File: src/rtl/avst_pkg.sv
// rtl/avst_pkg.sv - shared constants and output FSM state type for the packet buffer
package avst_pkg;

  localparam int AVST_DATA_W = 8;

  typedef enum logic [1:0] {
    IDLE  = 2'd0,
    SEND  = 2'd1,
    FLUSH = 2'd2
  } out_state_t;

endpackage

File: src/rtl/avst_sync_fifo.sv
// rtl/avst_sync_fifo.sv - single-clock FIFO with full/empty flags and occupancy count
module avst_sync_fifo #(
  parameter int DEPTH = 16,
  parameter int WIDTH = 9
) (
  input  logic                       clk,
  input  logic                       reset,
  input  logic                       wr_en,
  input  logic [WIDTH-1:0]           wr_data,
  input  logic                       rd_en,
  output logic [WIDTH-1:0]           rd_data,
  output logic                       full,
  output logic                       empty,
  output logic [$clog2(DEPTH):0]     count
);

  localparam int AW = $clog2(DEPTH);

  logic [WIDTH-1:0] mem [DEPTH];
  logic [AW-1:0]    wr_ptr;
  logic [AW-1:0]    rd_ptr;
  logic             wr_fire;
  logic             rd_fire;

  assign full    = (count == (AW+1)'(DEPTH));
  assign empty   = (count == '0);
  assign wr_fire = wr_en && !full;
  assign rd_fire = rd_en && !empty;
  assign rd_data = mem[rd_ptr];

  // Storage is intentionally left out of reset; only pointers and count matter.
  always_ff @(posedge clk) begin
    if (wr_fire) begin
      mem[wr_ptr] <= wr_data;
    end
  end

  always_ff @(posedge clk) begin
    if (reset) begin
      wr_ptr <= '0;
      rd_ptr <= '0;
      count  <= '0;
    end else begin
      if (wr_fire) wr_ptr <= wr_ptr + AW'(1);
      if (rd_fire) rd_ptr <= rd_ptr + AW'(1);
      case ({wr_fire, rd_fire})
        2'b10:   count <= count + (AW+1)'(1);
        2'b01:   count <= count - (AW+1)'(1);
        default: count <= count;
      endcase
    end
  end

endmodule

File: src/rtl/avst_pkt_buffer.sv
// rtl/avst_pkt_buffer.sv - store-and-forward packet FIFO with oversize-packet flush
module avst_pkt_buffer
  import avst_pkg::*;
#(
  parameter int DEPTH = 16
) (
  input  logic                   clk,
  input  logic                   reset,
  input  logic [AVST_DATA_W-1:0] data_in,
  input  logic                   end_in,
  input  logic                   valid_in,
  output logic                   ready_in,
  output logic [AVST_DATA_W-1:0] data_out,
  output logic                   end_out,
  output logic                   valid_out,
  input  logic                   ready_out
);

  localparam int AW = $clog2(DEPTH);

  logic [AVST_DATA_W:0] rd_word;
  logic                 full;
  logic                 empty;
  logic [AW:0]          occ;
  logic [AW:0]          pkt_count;
  logic [AW:0]          pkt_count_next;
  out_state_t           state;
  logic                 in_fire;
  logic                 out_fire;
  logic                 in_end;
  logic                 out_end;

  avst_sync_fifo #(
    .DEPTH (DEPTH),
    .WIDTH (AVST_DATA_W + 1)
  ) u_fifo (
    .clk     (clk),
    .reset   (reset),
    .wr_en   (in_fire),
    .wr_data ({end_in, data_in}),
    .rd_en   (out_fire),
    .rd_data (rd_word),
    .full    (full),
    .empty   (empty),
    .count   (occ)
  );

  assign ready_in  = !reset && (occ < (AW+1)'(DEPTH));
  assign valid_out = !reset && (state != IDLE) && !empty;
  assign data_out  = valid_out ? rd_word[AVST_DATA_W-1:0] : '0;
  assign end_out   = valid_out && rd_word[AVST_DATA_W];

  assign in_fire  = valid_in && ready_in;
  assign out_fire = valid_out && ready_out;
  assign in_end   = in_fire && end_in;
  assign out_end  = out_fire && rd_word[AVST_DATA_W];

  always_comb begin
    pkt_count_next = pkt_count;
    if (in_end && !out_end) begin
      pkt_count_next = pkt_count + (AW+1)'(1);
    end else if (out_end && !in_end) begin
      pkt_count_next = pkt_count - (AW+1)'(1);
    end
  end

  // Counting the end beat landing on this edge lets the first byte appear one cycle sooner.
  always_ff @(posedge clk) begin
    if (reset) begin
      state     <= IDLE;
      pkt_count <= '0;
    end else begin
      pkt_count <= pkt_count_next;
      case (state)
        IDLE: begin
          if (pkt_count_next != '0) begin
            state <= SEND;
          end else if (full && pkt_count == '0) begin
            state <= FLUSH;
          end
        end
        SEND: begin
          if (out_end && pkt_count_next == '0) begin
            state <= IDLE;
          end
        end
        FLUSH: begin
          if (out_end) begin
            state <= IDLE;
          end
        end
        default: state <= IDLE;
      endcase
    end
  end

endmodule

File: config.mk
export PLATFORM = sky130hd
export DESIGN_NAME = avst_pkt_buffer
export DESIGN_NICKNAME = d
export VERILOG_FILES = /design/src/rtl/avst_pkg.sv /design/src/rtl/avst_sync_fifo.sv /design/src/rtl/avst_pkt_buffer.sv
export SDC_FILE = /design/constraint.sdc
export NUM_CORES = 1
export LEC_CHECK = 0
export CORE_ASPECT_RATIO = 0.8
export CORE_UTILIZATION = 45
export CTS_CLUSTER_DIAMETER = 80
export DETAILED_ROUTE_END_ITERATION = 8
export PLACE_DENSITY_LB_ADDON = 0.08
export SETUP_SLACK_MARGIN = 0.4
export SYNTH_ARGS = -nofsm -noshare
export SYNTH_HDL_FRONTEND = slang
export SYNTH_SLANG_ARGS = --single-unit
File: constraint.sdc
create_clock -name clk -period 3.2 [get_ports clk]
set_input_delay 0.48 -clock clk [delete_from_list [all_inputs] [get_ports clk]]
set_output_delay 0.48 -clock clk [all_outputs]
set_load 0.02 [all_outputs]
==> flow_metrics.tcl <==
set metrics [dict create \
    first_pass_iters 5 \
    regArea_um2 4815 \
    yosysUniqueCellTypes 53 \
    synth-simple-area-share_pct 8.690 \
    mostFrequentLayoutCells "144 x edfxtp_1, 40 x mux4_2, 25 x nor2_1, 25 x buf_4, 20 x dfxtp_1" \
    port_buffers 23 \
    diodes 0 \
    powerDensity_nw_per_um2 550.5 \
    overflow 0 \
    yosys-top-cells-area "edfxtp_1 61%, mux4_2 13%, dfxtp_1 6.7%, ha_1 2.1%, and2_1 1.5%" \
    p_total_mw 4.678 \
    tightest_slew_ps 744.0 \
    drc_errors 0 \
    first_global_vias 3747 \
    antenna_found_initial 0 \
    path_clk_slew_ps 60 \
    multi_input_comb_area_um2 2186 \
    rsz0062_at_grt "true" \
    start_util_pct 46.69 \
    timing.fmax_ghz 0.3453 \
    peakVddDrop_mv 0.3777 \
    synthArstFlopShare_pct 0 \
    clock_skew_ps 7.499 \
    final_common_cell "edfxtp_1" \
    wl_per_cell_um 22.01 \
    layout_min_cycle_time_ps 2896 \
    drive_gt1_share_pct 28.03 \
    synth_cells 411 \
    holdBufCountCts 0 \
    seq_area_frac_synth_pct 67.42 \
    r2r_end "u_fifo.count[4]$_SDFFE_PP0P_" \
    tns_ps 0 \
    status "complete, no violations" \
    place_hpwl_um 9532 \
    synth_fa_ha_area_share_pct 2.388 \
    synth_top_area_share_pct 60.67 \
    worstPathMaxFanout 6 \
    endpoint_kind "output pin" \
    power.leakage_nw 2.811 \
    crit_path_start_kind "register" \
    antenna_left 0 \
    critPathRequiredTime_ps 2720 \
    synth_mux_area_share_pct 13.90 \
    hold_class "register to register" \
    yosys.area.top_type "edfxtp_1" \
    synthFlopType "edfxtp_1" \
    fp-row-count 40 \
    r2r_slack_ps 610 \
    drt-initial-drc-count 377 \
    fp.dieH_um 114.6 \
    syn_to_final_growth_pct 19.22 \
    cts_tree "done" \
    core_region_area_um2 15260 \
    synth_top_family_by_area "multiplexers" \
    yosysWarningCount 0 \
    hold_viol 0 \
    setup-violations-final 0 \
    fillers 1192 \
    r2r_cells 10 \
    syn_area_um2 7127 \
    fp.dieArea_um2 16350 \
    clkLatencyLatePin_ps 430 \
    timing.rr.start "u_fifo.count[3]$_SDFFE_PP0P_" \
    critPathKind "register to output pin" \
    syn_nets 437 \
    vias 3746 \
    slew_violations 0 \
    arrival_ps 2420 \
    fin_crit_sh_pct 90.51 \
    root_buffer "clkbuf_16" \
    cts.path.max_buffers 2 \
    nets 492 \
    die_w_um 142.7 \
    cts-buffers-inserted 17 \
    routed_via_density 5.445 \
    ys_seq_elements 168 \
    grt_max_degree 21 \
    grt_pass1_wl_um 23150 \
    grt.total_usage_pct 20.61 \
    slew-limit-headroom_pct 50.40 \
    h-tree-depth 4 \
    wl_um 15140 \
    synth_xor_area_share_pct 1.598 \
    io_pins 24 \
    synth_compound_area_share_pct 3.827 \
    clock_sinks 168 \
    syn_area_per_cell_um2 17.34 \
    gp_congestion 0.8196 \
    synth_edf_count 144 \
    worstSetupEndpoint "data_out[7]" \
    drv_cap 0 \
]
## timing repair
action                                 4_1_cts  5_1_grt
endpoints found under the hold margin        0        0
pin swaps                                    0        1
resized for setup                           51        6
buffers inserted                             7        0
setup endpoints to repair                    9       11
gates cloned                                 4        0
## worst max-delay path, cell delays in order, from the launching register on
cell	delay, ps
dfxtp_4	370
buf_12	130
buf_12	100
buf_16	120
mux4_2	520
mux4_2	460
nor2b_1	140
buf_4	160
## cell usage after synthesis (3+ instances only)
cell type / instances
a21oi_1: 11
and2_1: 17
buf_2: 7
buf_4: 3
clkbuf_1: 8
dfxtp_1: 24
edfxtp_1: 144
ha_1: 12
inv_1: 12
mux2i_1: 9
mux4_2: 40
nand2_1: 12
nand3_1: 4
nand4_1: 5
nor2_1: 26
nor2b_1: 12
nor3_1: 7
o21ai_0: 5
xnor2_1: 7
xor2_1: 6
## layer usage
layer	wire, µm	vias to the layer above	GRT usage, %
met5	0	-	0
met4	279	0	8.387
met1	7202	1916	29.56
met3	702	25	4.517
li1	-	1724	-
met2	6956	81	30.62
## cell families (layout without fill, tap and decap cells)
logic type | after synthesis | after routing
adder cells (fa/ha/maj) | 13 | 13
AO/OA/AOI/OAI | 33 | 33
flip-flops | 168 | 168
AND/OR/NAND/NOR | 103 | 103
XOR/XNOR | 13 | 13
buffers and inverters | 32 | 99
multiplexers | 49 | 49
## how the worst min path moves through the flow
stage                                   end                         start  depth (start not counted)
6_report              state[1]$_SDFFE_PP0P_         state[1]$_SDFFE_PP0P_                          2
5_1_grt        u_fifo.count[3]$_SDFFE_PP0P_  u_fifo.count[3]$_SDFFE_PP0P_                          2
4_1_cts               state[1]$_SDFFE_PP0P_         state[1]$_SDFFE_PP0P_                          2
3_5_place_dp          state[1]$_SDFFE_PP0P_         state[1]$_SDFFE_PP0P_                          2
3_3_place_gp          state[1]$_SDFFE_PP0P_         state[1]$_SDFFE_PP0P_                          2
2_1_floorplan         state[1]$_SDFFE_PP0P_         state[1]$_SDFFE_PP0P_                          2
## registers in the layout, summed over array words and instances, names as in the netlist, named ones only
signal and flops:
u_fifo.mem 144, pkt_count 5, u_fifo.count 5, u_fifo.rd_ptr 4
u_fifo.wr_ptr 4, state 2
## power by group
part	internal [mW]	total, mW	switching [mW]	leakage (nW)
clock	1.28	2.06	0.783	0.285
combinational	0.0933	0.204	0.111	1.03
sequential	2.39	2.41	0.0152	1.49
## stage by stage
stage | cells | hold slack, ps | cell area [µm²] | setup slack (ps) | utilization (%)
after global placement | 646 | 515.6 | 7705 | 258.7 | 50.48
after detailed placement | 646 | 509.8 | 7705 | 213.3 | 50.48
after floorplan | 411 | 483.3 | 7129 | 446.6 | -
after global routing | 688 | 558.4 | 8497 | 238.4 | 55.66
after CTS | 688 | 524.8 | 8491 | 277.2 | 55.62
final | 688 | 527.4 | 8497 | 303.6 | 55.66
## final cells by class
cell class                      instances  area share (%)
Clock buffer                           18           5.051
Clock inverter                         13           1.885
Inverter                               12          0.5301
Multi-Input combinational cell        211           25.73
Sequential cell                       168           56.66
Tap cell                              210           3.092
Timing Repair Buffer                   56           7.053
Note: power is estimated with default switching activity, not from simulation.
